$ cat src/rtl/trivium_stream_gen_if.sv
// Control and keystream-stream bundle of the Trivium generator.
// The generator takes the master side and the cipher/control logic takes the slave side.
interface trivium_stream_gen_if #(
  parameter int W     = 8,
  parameter int CNT_W = 32
);
  logic             load;
  logic [79:0]      key;
  logic [79:0]      iv;
  logic             busy;
  logic             ks_valid;
  logic             ks_ready;
  logic [W-1:0]     ks_data;
  logic [CNT_W-1:0] word_cnt;

  modport master (
    input  load, key, iv, ks_ready,
    output busy, ks_valid, ks_data, word_cnt
  );

  modport slave (
    output load, key, iv, ks_ready,
    input  busy, ks_valid, ks_data, word_cnt
  );
endinterface

$ cat src/rtl/trivium_stream_gen.sv
// Trivium keystream generator that computes W chained rounds per clock.
// After a load it runs a multi-cycle warm-up and then streams W-bit words over valid/ready.
module trivium_stream_gen #(
  parameter int W           = 8,
  parameter int INIT_ROUNDS = 1152,
  parameter int CNT_W       = 32
) (
  input  logic                clk,
  input  logic                rst,
  trivium_stream_gen_if.master bus
);
  localparam int CTR_W = $clog2(INIT_ROUNDS + 1);

  typedef enum logic [1:0] {
    ST_IDLE = 2'd0,
    ST_INIT = 2'd1,
    ST_RUN  = 2'd2
  } state_t;

  state_t           state_r, state_nxt_s;
  logic [287:0]     s_r, s_nxt_s, s_adv_s, s_load_s;
  logic [W-1:0]     z_s;
  logic [CTR_W-1:0] ctr_r, ctr_nxt_s;
  logic             busy_r, busy_nxt_s;
  logic             ks_valid_r, ks_valid_nxt_s;
  logic [W-1:0]     ks_data_r, ks_data_nxt_s;
  logic [CNT_W-1:0] word_cnt_r, word_cnt_nxt_s;
  logic             advance_s, handshake_s, init_last_s;

  // Bit s_k of the cipher state lives at s[k-1]; result is {z, next state}.
  function automatic logic [288:0] trivium_round(input logic [287:0] s);
    logic t1, t2, t3, z;
    t1 = s[65] ^ s[92];
    t2 = s[161] ^ s[176];
    t3 = s[242] ^ s[287];
    z  = t1 ^ t2 ^ t3;
    t1 = t1 ^ (s[90] & s[91]) ^ s[170];
    t2 = t2 ^ (s[174] & s[175]) ^ s[263];
    t3 = t3 ^ (s[285] & s[286]) ^ s[68];
    return {z, s[286:177], t2, s[175:93], t1, s[91:0], t3};
  endfunction

  assign s_load_s    = {3'b111, 112'd0, bus.iv, 13'd0, bus.key};
  assign init_last_s = (ctr_r == CTR_W'(INIT_ROUNDS - W));
  assign handshake_s = ks_valid_r & bus.ks_ready;
  assign advance_s   = ~ks_valid_r | bus.ks_ready;

  // Chain W rounds in one clock; round j produces keystream bit j.
  always_comb begin
    logic [287:0] chain;
    logic [288:0] rnd;
    chain = s_r;
    rnd   = 289'd0;
    z_s   = '0;
    for (int j = 0; j < W; j++) begin
      rnd    = trivium_round(chain);
      z_s[j] = rnd[288];
      chain  = rnd[287:0];
    end
    s_adv_s = chain;
  end

  // FSM state register
  always_ff @(posedge clk or posedge rst) begin
    if (rst) begin
      state_r <= ST_IDLE;
    end else begin
      state_r <= state_nxt_s;
    end
  end

  // FSM next-state logic; a load restarts warm-up from any state
  always_comb begin
    state_nxt_s = state_r;
    if (bus.load) begin
      state_nxt_s = ST_INIT;
    end else begin
      case (state_r)
        ST_IDLE: state_nxt_s = ST_IDLE;
        ST_INIT: begin
          if (init_last_s) begin
            state_nxt_s = ST_RUN;
          end else begin
            state_nxt_s = ST_INIT;
          end
        end
        ST_RUN:  state_nxt_s = ST_RUN;
        default: state_nxt_s = ST_IDLE;
      endcase
    end
  end

  // FSM output logic: next values of cipher state, counters and stream outputs
  always_comb begin
    s_nxt_s        = s_r;
    ctr_nxt_s      = ctr_r;
    busy_nxt_s     = busy_r;
    ks_valid_nxt_s = ks_valid_r;
    ks_data_nxt_s  = ks_data_r;
    word_cnt_nxt_s = word_cnt_r;
    if (bus.load) begin
      s_nxt_s        = s_load_s;
      ctr_nxt_s      = '0;
      busy_nxt_s     = 1'b1;
      ks_valid_nxt_s = 1'b0;
      word_cnt_nxt_s = '0;
    end else begin
      case (state_r)
        ST_IDLE: begin
          s_nxt_s = s_r;
        end
        ST_INIT: begin
          s_nxt_s   = s_adv_s;
          ctr_nxt_s = ctr_r + CTR_W'(W);
          if (init_last_s) begin
            busy_nxt_s = 1'b0;
          end else begin
            busy_nxt_s = 1'b1;
          end
        end
        ST_RUN: begin
          if (handshake_s) begin
            word_cnt_nxt_s = word_cnt_r + CNT_W'(1);
          end else begin
            word_cnt_nxt_s = word_cnt_r;
          end
          // The cipher only steps when the held word is gone, so nothing is skipped or repeated.
          if (advance_s) begin
            s_nxt_s        = s_adv_s;
            ks_data_nxt_s  = z_s;
            ks_valid_nxt_s = 1'b1;
          end else begin
            s_nxt_s        = s_r;
            ks_data_nxt_s  = ks_data_r;
            ks_valid_nxt_s = ks_valid_r;
          end
        end
        default: begin
          s_nxt_s = s_r;
        end
      endcase
    end
  end

  // Cipher state, counters and registered outputs
  always_ff @(posedge clk or posedge rst) begin
    if (rst) begin
      s_r        <= 288'd0;
      ctr_r      <= '0;
      busy_r     <= 1'b0;
      ks_valid_r <= 1'b0;
      ks_data_r  <= '0;
      word_cnt_r <= '0;
    end else begin
      s_r        <= s_nxt_s;
      ctr_r      <= ctr_nxt_s;
      busy_r     <= busy_nxt_s;
      ks_valid_r <= ks_valid_nxt_s;
      ks_data_r  <= ks_data_nxt_s;
      word_cnt_r <= word_cnt_nxt_s;
    end
  end

  assign bus.busy     = busy_r;
  assign bus.ks_valid = ks_valid_r;
  assign bus.ks_data  = ks_data_r;
  assign bus.word_cnt = word_cnt_r;
endmodule
$ cat src/flat_wrapper.sv
// flat-port wrapper written by rule: the top's interface ports become plain ports
module trivium_stream_gen_flat 
#(
  parameter int W           = 8,
  parameter int INIT_ROUNDS = 1152,
  parameter int CNT_W       = 32
)
  (clk, rst, bus_load, bus_key, bus_iv, bus_ks_ready, bus_busy, bus_ks_valid, bus_ks_data, bus_word_cnt);
  trivium_stream_gen_if #(.W(W), .CNT_W(CNT_W)) bus_i ();
  input  logic clk;
  input  logic rst;
  input wire logic [$bits(bus_i.load)-1:0] bus_load;
  input wire logic [$bits(bus_i.key)-1:0] bus_key;
  input wire logic [$bits(bus_i.iv)-1:0] bus_iv;
  input wire logic [$bits(bus_i.ks_ready)-1:0] bus_ks_ready;
  output wire logic [$bits(bus_i.busy)-1:0] bus_busy;
  output wire logic [$bits(bus_i.ks_valid)-1:0] bus_ks_valid;
  output wire logic [$bits(bus_i.ks_data)-1:0] bus_ks_data;
  output wire logic [$bits(bus_i.word_cnt)-1:0] bus_word_cnt;
  assign bus_i.load = bus_load;
  assign bus_i.key = bus_key;
  assign bus_i.iv = bus_iv;
  assign bus_i.ks_ready = bus_ks_ready;
  assign bus_busy = bus_i.busy;
  assign bus_ks_valid = bus_i.ks_valid;
  assign bus_ks_data = bus_i.ks_data;
  assign bus_word_cnt = bus_i.word_cnt;
  trivium_stream_gen #(.W(W), .INIT_ROUNDS(INIT_ROUNDS), .CNT_W(CNT_W)) u_core (.clk(clk), .rst(rst), .bus(bus_i));
endmodule
$ cat config.mk
export PLATFORM = sky130hd
export DESIGN_NAME = trivium_stream_gen_flat
export DESIGN_NICKNAME = d
export VERILOG_FILES = /design/src/rtl/trivium_stream_gen_if.sv /design/src/rtl/trivium_stream_gen.sv /design/src/flat_wrapper.sv
export SDC_FILE = /design/constraint.sdc
export NUM_CORES = 1
export LEC_CHECK = 0
export ABC_AREA = 1
export CORE_ASPECT_RATIO = 2
export CORE_MARGIN = 1
export CORE_UTILIZATION = 50
export DETAILED_ROUTE_END_ITERATION = 7
export GPL_TIMING_DRIVEN = 0
export PLACE_DENSITY = 0.76
export SKIP_LAST_GASP = 1
export SYNTH_ARGS = -nofsm -noshare
export SYNTH_HDL_FRONTEND = slang
export SYNTH_SLANG_ARGS = --single-unit
$ cat constraint.sdc
create_clock -name clk -period 10.4 [get_ports clk]
set_input_delay 1.56 -clock clk [delete_from_list [all_inputs] [get_ports clk]]
set_output_delay 1.56 -clock clk [all_outputs]
set_load 0.03 [all_outputs]
# Yosys cells after proc, flatten, opt, wreduce, memory -nomap -nowiden
# Cells that the tools add are included.
# W data, S select, Z words.
[word_totals]
ff_bits = 343
in_bits = 164
output_inout_bits = 42
wordCells = 155
[classes]
add_sub_neg = 2
n_eq_ne = 4
mux = 17
n_bitwise = 116
reduce_logical = 9
[ops]
columns = ["operator", "count"]
rows = [
  ["$mux W288", 2],
  ["$pmux W288 S2", 1],
  ["$mux W32", 3],
  ["$xor A1 B1 Y1", 88],
  ["$add A32 B1 Y32 const B", 1],
  ["$and A1 B1 Y1", 25],
  ["$mux W11", 2],
  ["$add A11 B4 Y11 const B", 1],
  ["$eq A11 B11 Y1 const B", 1],
  ["$reduce_bool A2 Y1", 4],
  ["$mux W1", 6],
  ["$reduce_and A2 Y1", 3],
  ["$mux W2", 2],
  ["$pmux W2 S2", 1],
  ["$ne A3 B2 Y1 const B", 1],
  ["$reduce_and A3 Y1", 1],
  ["$reduce_bool A3 Y1", 1],
  ["$eq A2 B1 Y1 const B", 1],
  ["$eq A2 B2 Y1 const B", 1],
  ["$not A1 Y1", 2],
  ["$or A1 B1 Y1", 1],
]

# Depth between registers and ports, before layout
[depth]
ltp_word = 6
depth_mapped = 12
mapped_depth_nobuf = 11

# Worst setup path before layout
# No wires, ideal clock.
[synth_timing]
kind = "input-to-reg"
start = "input bus_load"
end = "register u_core.s_r[11]"
setup_ns = 0.130
arrival_time_ns = 2.517
t_required_ns = 10.270
path_slack_ns = 7.753
stages = 9
path_buffers = 3
cell_sequence = "buf_6 > nor2_2 > nand2_1 > nand2_4 > inv_4 > buf_6 > buf_4 > nor2_1 > a31oi_1"
[synth_between]
elab_chain_len = 2
word_cells_on_any_way = 4
cone_classes = "eq/ne: 1; mux: 1; reduce/logical: 2"
[synth_rtl]
columns = ["element", "line_no", "rtl"]
rows = [
  ["from (decl)", "flat_wrapper.sv:12", "input wire logic [$bits(bus_i.load)-1:0] bus_load;"],
  ["$ne A3 B2 Y1 (no source line) or $reduce_bool A3 Y1 (tied branches)", "n/a", ""],
  ["$reduce_and A2 Y1 (no source line)", "n/a", ""],
  ["to (signal assigned)", "trivium_stream_gen.sv:155", "s_r <= s_nxt_s;"],
  ["to (decl)", "trivium_stream_gen.sv:21", "logic [287:0] s_r, s_nxt_s, s_adv_s, s_load_s;"],
]
# Several ways; a longest one is shown, not always the timed one.
# A chain may end at the register's enable or synchronous reset.

# Worst setup path after layout
[layout_timing]
start = "register u_core.word_cnt_r[25] (netlist: u_core.bus.word_cnt[25])"
end = "output bus_word_cnt[25]"
[layout_lines]
columns = ["element", "line_no", "rtl"]
rows = [
  ["from (decl)", "trivium_stream_gen.sv:27", "logic [CNT_W-1:0] word_cnt_r, word_cnt_nxt_s;"],
  ["from (signal assigned)", "trivium_stream_gen.sv:160", "word_cnt_r <= word_cnt_nxt_s;"],
  ["to (decl)", "flat_wrapper.sv:19", "output wire logic [$bits(bus_i.word_cnt)-1:0] bus_word_cnt;"],
]
# No word-level cell between the ends.

==> Implementation_results.wiki <==
{| class="wikitable"
! Metric !! Value
|-
| Post-route minimum period || 3.34 ns
|-
| Total clock buffers created by CTS || 30
|-
| Worst clock skew || 0.0179 ns
|-
| Total number of placement rows || 92
|-
| Hold buffer count at cts || 0
|-
| Final-stage net count || 2273
|-
| Sw Share || 0.246
|-
| Commonest cells after routing, fill and taps aside || sky130_fd_sc_hd__nand2_1, sky130_fd_sc_hd__dfrtp_1, sky130_fd_sc_hd__nor2_1
|-
| Critical R2R Launch || u_core.state_r[0]
|-
| TritonCTS clock tree || yes
|-
| Gr ovfl total || 0
|-
| Dominant combinational cell family by area after synthesis || simple AND/OR/NAND/NOR gates
|-
| Setup repair after global routing missed its margin || no
|-
| Via count of the first global-routing pass || 14100
|-
| Number of synthesis warnings || 0
|-
| Reg-to-Reg End || u_core.s_r[0]
|-
| Worst Path Max Fanout || 7
|-
| Number of iterations in the first detailed-routing pass || 5
|-
| Layout area overhead || 23.5%
|-
| Endpoint class of the critical path || primary output
|-
| Worst-case vdd ir drop || 0.141 mV
|-
| Post-route non-filler standard cell count || 2557
|-
| Run status || finished clean
|-
| Power per cell area || 150 nW/um2
|-
| Standard cell core area || 31700 um2
|-
| Reported max-cap violation count || 0
|-
| H-tree levels || 1
|-
| Fmax achieved || 0.300 GHz
|-
| Classification of the worst setup path || flip-flop to primary output
|-
| RD Place Congestion || 0.925
|-
| Later-pin clock latency in the skew report || 0.58 ns
|-
| Post-layout total power || 2.99 mW
|-
| Sequential share of power || 0.487
|-
| Fraction of registers with async set/reset || 1.00
|-
| Data arrival time of the critical path || 1.78 ns
|-
| Most common cell after layout, fill and taps aside || sky130_fd_sc_hd__nand2_1
|-
| Clock tree root buffer cell || sky130_fd_sc_hd__clkbuf_16
|-
| Post-synthesis area per instance || 8.70 um2
|-
| Sequential area share after synthesis || 0.526
|-
| Share of power burned in combinational logic || 0.110
|-
| Biggest cell delay along the critical path || 0.72 ns
|-
| Multiplexer area fraction after synthesis || 0
|-
| Crit path setup slack, layout || 7.06 ns
|-
| Final WL || 45600 um
|-
| Input/output buffers || 204
|-
| Maximum count of clock buffers along a single path || 3
|-
| Worst-path cell with the longest stage delay || sky130_fd_sc_hd__clkdlybuf4s50_1
|-
| Worst-path clk slew || 0.07 ns
|-
| Routed vias/inst || 5.33
|-
| Final worst-path cycle share || 0.321
|-
| Placed Cells incl. Taps || 2496
|-
| Setup violations, final || 0
|-
| Post-route ant nets || 0
|-
| Worst-case register-to-register setup slack || 8.35 ns
|-
| Reported net switching power || 737 uW
|-
| Wire length of the first global-routing pass || 72400 um
|-
| Number of nets produced by synthesis || 2029
|-
| Syn Inst Count || 1861
|-
| Final Core Density || 0.632
|-
| Simple-gate share of the synthesized area || 0.207
|-
| Total of flip-flops plus latches after synthesis || 340
|-
| Share of the synthesized area in compound gates (AO/OA/AOI/OAI) || 0.139
|-
| Internal power summed over all cells || 2.26 mW
|-
| Distinct cell type count after synthesis || 35
|-
| Total leakage power || 8.99 nW
|-
| Maximum number of pins on one net before global-route repair || 46
|-
| Setup TNS || 0 ns
|-
| EDFF count, synth || 0
|-
| Top cell family by delay on the critical path || buffers and inverters
|-
| Number of buffers and inverters on the critical path || 1
|-
| Slew margin rel. || 0.516
|-
| Final-report hold violation count || 0
|-
| Setup crit end || bus_word_cnt[25]
|-
| Average wire per standard cell || 17.8 um
|-
| Initial antenna violation count || 10
|-
| Count of unresolved DRC violations after routing || 0
|-
| Via count of the routed design || 13600
|-
| Overall die width || 129 um
|-
| Share of layout cells above drive strength 1 || 0.0951
|-
| Die ar. || 33100 um2
|-
| Timing startpoint of the critical path || u_core.bus.word_cnt[25]
|-
| Initial Util || 0.511
|-
| Required time of the critical path || 8.84 ns
|-
| Cells along the critical path || clkdlybuf4s50_1
|-
| Max-slew violation count || 0
|-
| R2R cell count || 11
|-
| Worst setup timing slack at the placement stage || 6.87 ns
|-
| Clock share of power || 0.403
|-
| Post-detailed-placement half-perimeter wirelength || 35100 um
|-
| Cell depth of the worst setup path || 1
|-
| Post-CTS setup buffers || 0
|-
| Y dimension of the die || 256 um
|-
| Number of fill cells || 2675
|-
| Nature of the critical path startpoint || flip-flop
|-
| Netlist Area Pre-Place || 16200 um2
|-
| Adder-Cell Fraction of Synth Area || 0.00309
|-
| Most used DFF post-synth || sky130_fd_sc_hd__dfrtp_1
|-
| TritonCTS sink count || 340
|-
| Post-Synth XOR/XNOR Area || 0.0395
|-
| Count of pins on the block boundary || 206
|-
| DRC violation total after the first TritonRoute iteration || 710
|-
| Worst-Margin Slew || 0.725 ns
|-
| Kind of path behind the tightest hold check || flip-flop to flip-flop
|-
| Total Routing Usage GR || 0.284
|-
| CTS resizes || 0
|}
-- kinds of logic after synthesis --
logic type,count (synthesis)
buffers and inverters,283
adder cells (fa/ha/maj),4
flip-flops,340
XOR/XNOR,73
AO/OA/AOI/OAI,313
AND/OR/NAND/NOR,848
-- stage by stage --
stage	hold WS, ns	area, um2
3_5_place_dp	0.465	18900
5_1_grt	0.518	20000
4_1_cts	0.484	20000
2_1_floorplan	0.449	16200
3_3_place_gp	0.467	18800
6_report	0.478	20000
-- worst reg2reg max path, stage by stage, from the launching register on --
cell	delay (ns)
sky130_fd_sc_hd__dfrtp_1	0.39
sky130_fd_sc_hd__ha_1	0.20
sky130_fd_sc_hd__buf_2	0.16
sky130_fd_sc_hd__nor2_2	0.13
sky130_fd_sc_hd__nand2_1	0.11
sky130_fd_sc_hd__nand2_4	0.19
sky130_fd_sc_hd__nor2_8	0.09
sky130_fd_sc_hd__inv_4	0.10
sky130_fd_sc_hd__buf_2	0.24
sky130_fd_sc_hd__nand2_1	0.17
sky130_fd_sc_hd__nand2_1	0.11
sky130_fd_sc_hd__nand2_1	0.05
-- cells in the mapped netlist (9+ instances only) --
master                       n  area [um2]
sky130_fd_sc_hd__nand2_1   551        2070
sky130_fd_sc_hd__o22ai_2    56         701
sky130_fd_sc_hd__clkbuf_1   26        97.6
sky130_fd_sc_hd__inv_1     177         664
sky130_fd_sc_hd__o21ai_0    25         125
sky130_fd_sc_hd__nand3_1    43         215
sky130_fd_sc_hd__nor2_1    217         815
sky130_fd_sc_hd__xor2_1     46         403
sky130_fd_sc_hd__buf_2      35         175
sky130_fd_sc_hd__buf_6      32         360
sky130_fd_sc_hd__a31oi_1   144         901
sky130_fd_sc_hd__dfrtp_1   340        8510
sky130_fd_sc_hd__buf_4       9        67.6
sky130_fd_sc_hd__a21oi_1    23         115
sky130_fd_sc_hd__xnor2_1    27         236
sky130_fd_sc_hd__o21ai_1    10        50.1
sky130_fd_sc_hd__o22ai_1    49         307
-- area by class of cell --
class	instances	area (um2)	share of cell area
Clock buffer	37	818	0.0409
Multi-Input combinational cell	1238	6290	0.315
Tap cell	423	529	0.0265
Antenna cell	10	25.0	0.00125
Inverter	181	688	0.0344
Buffer	102	701	0.0350
Clock inverter	14	229	0.0115
Timing Repair Buffer	212	2200	0.110
Sequential cell	340	8510	0.426
-- sequential cells by signal, indices dropped and copies added, names as in the netlist --
signal	count
u_core.s_r	288
u_core.state_r	2
u_core.bus.ks_data	8
u_core.ctr_r	8
u_core.bus.ks_valid	1
u_core.bus.busy	1
u_core.bus.word_cnt	32
-- power by group through the flow --
stage	clock (mW)	sequential, mW	combinational [mW]
after detailed placement	0	1.48	0.330
after global routing	1.26	1.46	0.366
after CTS	1.21	1.46	0.332
final	1.21	1.46	0.331
after floorplan	0	1.46	0.195
after global placement	0	1.48	0.315
-- worst min-delay path by stage --
stage / end / depth (start not counted) / slack, ns / start
after floorplan: u_core.s_r[0] / 2 / 0.45 / u_core.s_r[0]
after global placement: u_core.s_r[6] / 2 / 0.47 / u_core.s_r[6]
after detailed placement: u_core.s_r[98] / 2 / 0.47 / u_core.s_r[98]
after CTS: u_core.bus.busy / 2 / 0.48 / u_core.bus.busy
after global routing: u_core.bus.ks_data[0] / 2 / 0.52 / u_core.bus.ks_data[0]
final: u_core.bus.busy / 2 / 0.48 / u_core.bus.busy
-- per-layer routing --
layer / GRT usage / wire length, um / vias up / part of all wire
met4: 0.202 / 3220 / 0 / 0.071
met1: 0.303 / 16300 / 6520 / 0.36
met5: 0 / 0 / - / 0
li1: - / - / 6525 / -
met2: 0.510 / 24400 / 433 / 0.54
met3: 0.0275 / 1690 / 151 / 0.037
No activity file was read; power rests on OpenSTA's default activity.
